File: src/rtl/inst_loader.sv
// inst_loader: receives a program image as a valid/ready byte stream and writes it
// word-by-word into the instruction RAM. It holds the CPU while loading and
// verifies an XOR checksum that trails the data bytes.
`timescale 1ns/1ps
module inst_loader #(
  parameter int ADDR_WIDTH = 6
) (
  input  logic        clk,
  input  logic        rst,
  input  logic        start,
  input  logic        byte_valid,
  input  logic [7:0]  byte_data,
  output logic        byte_ready,
  output logic        mem_we,
  output logic [31:0] mem_addr,
  output logic [31:0] mem_din,
  output logic        cpu_hold,
  output logic        load_done,
  output logic        load_err
);

  localparam int          CW       = ADDR_WIDTH + 1;
  localparam logic [31:0] CAPACITY = 32'd1 << ADDR_WIDTH;

  typedef enum logic [2:0] {
    IDLE  = 3'd0,
    LEN0  = 3'd1,
    LEN1  = 3'd2,
    DATA  = 3'd3,
    CHECK = 3'd4,
    DONE  = 3'd5,
    ERR   = 3'd6
  } state_t;

  // Running XOR checksum over the data bytes.
  function automatic logic [7:0] cksum_update(input logic [7:0] cur, input logic [7:0] b);
    return cur ^ b;
  endfunction

  // States in which the loader consumes stream bytes.
  function automatic logic accepts_bytes(input state_t s);
    case (s)
      LEN0, LEN1, DATA, CHECK: return 1'b1;
      default:                 return 1'b0;
    endcase
  endfunction

  // The CPU runs only when idle or after a successful load; an error keeps it held.
  function automatic logic holds_cpu(input state_t s);
    case (s)
      IDLE, DONE: return 1'b0;
      default:    return 1'b1;
    endcase
  endfunction

  state_t         state, state_n;
  logic [7:0]     len_lo, len_lo_n;
  logic [15:0]    len, len_n;
  logic [1:0]     byte_cnt, byte_cnt_n;
  logic [CW-1:0]  word_cnt, word_cnt_n;
  logic [7:0]     cksum, cksum_n;
  logic [23:0]    asm_word, asm_word_n;
  logic           we_n;
  logic [31:0]    addr_n, din_n;
  logic           xfer;
  logic [15:0]    len_word;
  logic [31:0]    words_done;

  // Next-state and datapath computation; outputs are registered from these values.
  always_comb begin
    xfer       = byte_valid & byte_ready;
    len_word   = {byte_data, len_lo};
    words_done = 32'(word_cnt) + 32'd1;
    state_n    = state;
    len_lo_n   = len_lo;
    len_n      = len;
    byte_cnt_n = byte_cnt;
    word_cnt_n = word_cnt;
    cksum_n    = cksum;
    asm_word_n = asm_word;
    we_n       = 1'b0;
    addr_n     = mem_addr;
    din_n      = mem_din;
    case (state)
      IDLE, DONE, ERR: begin
        if (start) begin
          state_n    = LEN0;
          len_lo_n   = 8'd0;
          len_n      = 16'd0;
          byte_cnt_n = 2'd0;
          word_cnt_n = {CW{1'b0}};
          cksum_n    = 8'd0;
          asm_word_n = 24'd0;
        end else begin
          state_n = state;
        end
      end
      LEN0: begin
        if (xfer) begin
          len_lo_n = byte_data;
          state_n  = LEN1;
        end else begin
          state_n = LEN0;
        end
      end
      LEN1: begin
        if (xfer) begin
          len_n = len_word;
          if (32'(len_word) > CAPACITY) begin
            state_n = ERR;
          end else if (len_word == 16'd0) begin
            state_n = CHECK;
          end else begin
            state_n = DATA;
          end
        end else begin
          state_n = LEN1;
        end
      end
      DATA: begin
        if (xfer) begin
          cksum_n = cksum_update(cksum, byte_data);
          if (byte_cnt == 2'd3) begin
            // Word complete: schedule the write for the next cycle.
            we_n       = 1'b1;
            addr_n     = 32'(word_cnt[ADDR_WIDTH-1:0]);
            din_n      = {byte_data, asm_word};
            word_cnt_n = words_done[CW-1:0];
            byte_cnt_n = 2'd0;
            if (words_done == 32'(len)) begin
              state_n = CHECK;
            end else begin
              state_n = DATA;
            end
          end else begin
            // Little-endian assembly: first byte ends up in bits [7:0].
            asm_word_n = {byte_data, asm_word[23:8]};
            byte_cnt_n = byte_cnt + 2'd1;
          end
        end else begin
          state_n = DATA;
        end
      end
      CHECK: begin
        if (xfer) begin
          if (byte_data == cksum) begin
            state_n = DONE;
          end else begin
            state_n = ERR;
          end
        end else begin
          state_n = CHECK;
        end
      end
      default: begin
        state_n = IDLE;
      end
    endcase
  end

  // State, datapath and registered outputs, with synchronous reset.
  always_ff @(posedge clk) begin
    if (rst) begin
      state      <= IDLE;
      len_lo     <= 8'd0;
      len        <= 16'd0;
      byte_cnt   <= 2'd0;
      word_cnt   <= {CW{1'b0}};
      cksum      <= 8'd0;
      asm_word   <= 24'd0;
      mem_we     <= 1'b0;
      mem_addr   <= 32'd0;
      mem_din    <= 32'd0;
      byte_ready <= 1'b0;
      cpu_hold   <= 1'b0;
      load_done  <= 1'b0;
      load_err   <= 1'b0;
    end else begin
      state      <= state_n;
      len_lo     <= len_lo_n;
      len        <= len_n;
      byte_cnt   <= byte_cnt_n;
      word_cnt   <= word_cnt_n;
      cksum      <= cksum_n;
      asm_word   <= asm_word_n;
      mem_we     <= we_n;
      mem_addr   <= addr_n;
      mem_din    <= din_n;
      byte_ready <= accepts_bytes(state_n);
      cpu_hold   <= holds_cpu(state_n);
      load_done  <= (state_n == DONE);
      load_err   <= (state_n == ERR);
    end
  end

endmodule
File: config.mk
export PLATFORM = sky130hd
export DESIGN_NAME = inst_loader
export DESIGN_NICKNAME = d
export VERILOG_FILES = /design/src/rtl/inst_loader.sv
export SDC_FILE = /design/constraint.sdc
export NUM_CORES = 1
export LEC_CHECK = 0
export CAP_MARGIN = 20
export CELL_PAD_IN_SITES_DETAIL_PLACEMENT = 0
export CELL_PAD_IN_SITES_GLOBAL_PLACEMENT = 1
export CORE_MARGIN = 8
export CORE_UTILIZATION = 42
export DETAILED_ROUTE_END_ITERATION = 10
export GPL_ROUTABILITY_DRIVEN = 0
export GPL_TIMING_DRIVEN = 1
export PLACE_DENSITY = 0.87
export RECOVER_POWER = 100
export SYNTH_ARGS = -nofsm -noshare
export SYNTH_HDL_FRONTEND = slang
export SYNTH_SLANG_ARGS = --single-unit
File: constraint.sdc
create_clock -name clk -period 4.4 [get_ports clk]
set_input_delay 0.66 -clock clk [delete_from_list [all_inputs] [get_ports clk]]
set_output_delay 0.66 -clock clk [all_outputs]
set_load 0.005 [all_outputs]
## Word-level counts from Yosys, hierarchy flattened

Index checks and enable logic that the tools add are counted.

- Output and inout port bits: 69
- Register bits: 111

- Mux-type cells: 34
- Reductions and logical operators: 16
- Equality and inequality tests: 21
- Bitwise operators: 4
- Magnitude comparators: 1
- Add/subtract/negate cells: 2

Operator list:

| kind | number |
|---|---|
| 24-bit 2-to-1 mux | 3 |
| 24-bit one-hot mux with 2 select lines | 1 |
| 16-bit 2-to-1 mux | 2 |
| 16-bit one-hot mux with 2 select lines | 1 |
| 8-bit one-hot mux with 2 select lines | 2 |
| 3-bit 2-to-1 mux | 8 |
| 8-bit 2-to-1 mux | 3 |
| 7-bit 2-to-1 mux | 3 |
| 3-bit equality test, second input constant | 6 |
| 8-bit by 16-bit equality test with 1-bit output | 1 |
| 16-bit by 7-bit > comparator with 1-bit output, second input constant | 1 |
| 16-bit zero test | 1 |
| 3-bit one-hot mux with 5 select lines | 1 |
| 7-bit one-hot mux with 2 select lines | 1 |
| 3-bit by 2-bit equality test with 1-bit output, second input constant | 4 |
| 2-bit inequality test, second input constant | 6 |
| 3-bit AND reduction | 4 |
| 2-bit 2-to-1 mux | 5 |
| 7-bit by 1-bit adder with 8-bit output, second input constant | 1 |
| 8-bit equality test | 1 |
| 4-bit AND reduction | 2 |
| 8-bit bitwise XOR | 1 |
| 3-bit by 1-bit equality test with 1-bit output, second input constant | 2 |
| 3-bit zero test | 2 |
| other kinds (10) | 16 |

## Longest topological paths before layout

- Depth in word-level cells: 9
- Gate-level depth with buffers: 9
- Mapped depth without buffers: 8

## Least setup slack after synthesis

Ideal clock, no wire load.

- Path kind: input to register
- Start: input byte_data[1]
- End: register byte_ready
- Path slack: 2.285 ns
- Data arrival time: 1.992 ns
- Data required time: 4.277 ns
- Stages: 8
- Cells stage by stage: buf_2 > nor4_1 > nand3_1 > nor4_1 > o22ai_1 > nor3b_1 > a32oi_1 > mux2i_1

- Word-level cells in the longest chain between the ends: 8
- Elaborated cells on any way between the ends: 15
- Those cells by class: order compare (1); eq/ne (5); mux (7); reduce/logical (2)

Ends and longest elaborated chain:

| item | line | source |
|---|---|---|
| start: declaration | 12 | `input logic [7:0] byte_data,` |
| parallel branches: the longest is 4 deep, another holds 16-bit by 7-bit > comparator with 1-bit output | -- |  |
| 3-bit one-hot mux with 5 select lines (*) | 84 | `case (state)` |
| 3-bit by 1-bit equality test with 1-bit output, or another cell as far along | 42 | `case (s)` |
| 4-bit OR reduction (*) | 42 |  |
| 1-bit 2-to-1 mux (*) | 42 |  |
| end signal: assignment | 189 | `byte_ready <= accepts_bytes(state_n);` |
| end: declaration | 13 | `output logic byte_ready,` |

Mark *: on every way between the ends.
A chain may end at the register's enable or synchronous reset.

## Worst setup path after layout

- Start: input byte_valid
- End: register asm_word[7]

- Word-level cells in the longest chain between the ends: 3

Ends and longest elaborated chain:

| item | line | source |
|---|---|---|
| start: declaration | 11 | `input logic byte_valid,` |
| 1-bit AND | 71 | `xfer = byte_valid & byte_ready;` |
| 2-bit inequality test (no source line) | -- |  |
| 4-bit AND reduction (no source line) | -- |  |
| end signal: assignment | 185 | `asm_word <= asm_word_n;` |
| end: declaration | 62 | `logic [23:0] asm_word, asm_word_n;` |

Every way passes these cells.

==> flow_metrics.tcl <==
set metrics [dict create \
    post_cts_buffers 0 \
    design_area_mm2 0.00551 \
    synth_area_leaders "dfxtp_1 46%, a21oi_1 8.7%, nand2_1 8.6%" \
    cts-hold-fix-buffers 0 \
    drcViolationCount 0 \
    max_freq_ghz 0.300 \
    seq_area_frac_synth 0.463 \
    status "finished with violations" \
    grt_pass1_vias 3880 \
    powerDensity_mw_per_mm2 348 \
    finalHoldViolCount 0 \
    ff_latch_area_mm2 0.00222 \
    io_pins 81 \
    p_leak_nw 1.97 \
    port_buffers 54 \
    synth_top_area_frac 0.463 \
    totalWireLength_um 11600 \
    post-place-ws_ns 1.29 \
    clk_pin_slew_ns 0.07 \
    async_flop_share 0 \
    whs_ns 0.451 \
    grt.total_usage 0.157 \
    vias_per_cell 5.31 \
    synth.cell_area_mm2 0.00480 \
    synthToLayoutAreaGrowth_pct 14.9 \
    cts_resized 0 \
    ys_types 47 \
    synth_top_cell_by_area "dfxtp_1" \
    fillCellCount 1102 \
    dpl-instance-area_mm2 0.00524 \
    yosys-top-cells-count "111 x dfxtp_1, 110 x nand2_1, 83 x a21oi_1" \
    num_rows 39 \
    antenna_cells 0 \
    core_area_mm2 0.0113 \
    place_inst 752 \
    multiInputGateArea_mm2 0.00225 \
    power_mw 1.92 \
    violations "capacitance limit, slew limit" \
    grt_pass1_wl_um 19000 \
    min_period_over_period 0.758 \
    worst_slack_ns 1.07 \
    rsz0062_at_grt "false" \
    cts_tree "yes" \
    arrival_ns 3.61 \
    synth-edff-count 0 \
    initial_core_util 0.425 \
    drt-wirelength-per-cell_um 15.1 \
    drt_iter0_drc 286 \
    synth_top_flop_cell "dfxtp_1" \
    slew_headroom -0.374 \
    dieArea_mm2 0.0151 \
    path_max_fanout 25 \
    die_h_um 123 \
    min_path_type "reg2reg" \
    yosys_warnings 0 \
    ant_nets 0 \
    skew_ns 0.00960 \
    clock_sinks 111 \
    clk_latency_ns 0.35 \
    die_w_um 123 \
    drv_slew 49 \
    cts_max_level 3 \
    clk_path_buf_depth 2 \
    numCtsBuffers 9 \
    synth_seq_cells 111 \
    cp-start-kind "input port" \
    cap_violations 1 \
    setup-tns-final_ns 0 \
    cts-root-buf "clkbuf_16" \
    yosys.cell_count.top_type "dfxtp_1" \
    drive_above_1_share 0.0383 \
    nets 636 \
    final-setup-viol-count 0 \
    peakVddDrop_v 0.000185 \
    syn_inst 595 \
    grt_overflow 0 \
    vias 4085 \
    fin_crit_ns 3.33 \
    cp-end-kind "flop" \
    final_cells 770 \
    grt_start_max_net_pins 62 \
    dr.pass1.iters 4 \
    avgSynthCellArea_um2 8.06 \
    antenna_found_initial 0 \
    critPathRequiredTime_ns 4.68 \
    tightest_slew_ns 2.06 \
    hpwl_um 7840 \
    crit_type "in2reg" \
    final_util 0.489 \
]
## layout by cell type, fill, tap and decap left out, types with 4 or more instances in the layout
cell type / netlist / routed
dfxtp_1: 111 / 111
nand2_1: 110 / 110
a21oi_1: 83 / 83
nor2_1: 54 / 53
dlygate4sd3_1: 0 / 44
nand3_1: 32 / 32
conb_1: 1 / 26
a22oi_1: 25 / 25
o21ai_0: 14 / 14
xnor2_1: 13 / 13
nand3b_1: 9 / 9
clkbuf_16: 0 / 9
clkdlybuf4s50_1: 0 / 9
nor4_1: 6 / 6
nor3b_1: 6 / 6
clkbuf_1: 26 / 6
or3_1: 5 / 5
nand2b_1: 5 / 5
nand4_1: 4 / 4
## metal layers
layer	GRT usage	up-vias	routed length (µm)
met5	0	-	0
met4	0.0556	0	158
met3	0.0428	12	741
met2	0.253	97	5430
met1	0.196	1933	5270
li1	-	2043	-
## worst max-delay path: stages
cell and delay (ns):
clkdlybuf4s50_1 0.50, nand2_1 0.08, or2_0 0.30, mux2i_1 0.19
a21oi_1 0.09, clkbuf_1 0.32, nor3_1 0.24, clkbuf_1 0.86
a22oi_1 0.22, nor2_1 0.13
## logic make-up (layout without fill, tap and decap cells)
kind of cell | count (synthesis) | in the layout | synth area share
buf+inv | 72 | 79 | 0.0851
compound gates | 145 | 145 | 0.177
xor+xnor | 16 | 16 | 0.0292
fa+ha+maj | 2 | 2 | 0.00522
mux | 3 | 3 | 0.00626
simple gates | 245 | 245 | 0.233
other cells | 1 | 26 | 0.000782
flops | 111 | 111 | 0.463
## path summary, 6_finish.rpt
check,startpoint,endpoint,slack [ns],cells past startpoint
max,byte_valid,asm_word[7],1.07,10
max reg2reg,byte_cnt[0],byte_ready,1.28,7
min,mem_din[9],mem_din[9],0.45,2
min reg2reg,mem_din[9],mem_din[9],0.45,2
## registers in the layout, summed over array words and instances (netlist names), 2 cells and up
signal,count
mem_din,32
asm_word,24
len,16
cksum,8
len_lo,8
word_cnt,7
mem_addr,6
state,3
byte_cnt,2
## cell type report
cell class,instances,share of cell area
well taps,143,0.0325
clock buffers,11,0.0422
multi-input cells,437,0.409
repair buffers,61,0.104
clock inverters,5,0.00727
flip-flops and latches,111,0.403
inverters,2,0.00136
## power by group
part	total [mW]	switching, mW	internal (mW)
combinational	0.135	0.0955	0.0398
sequential	1.02	0.0105	1.01
clock	0.759	0.370	0.389
total	1.92	0.476	1.44
Note: power is estimated with default switching activity, not from simulation.
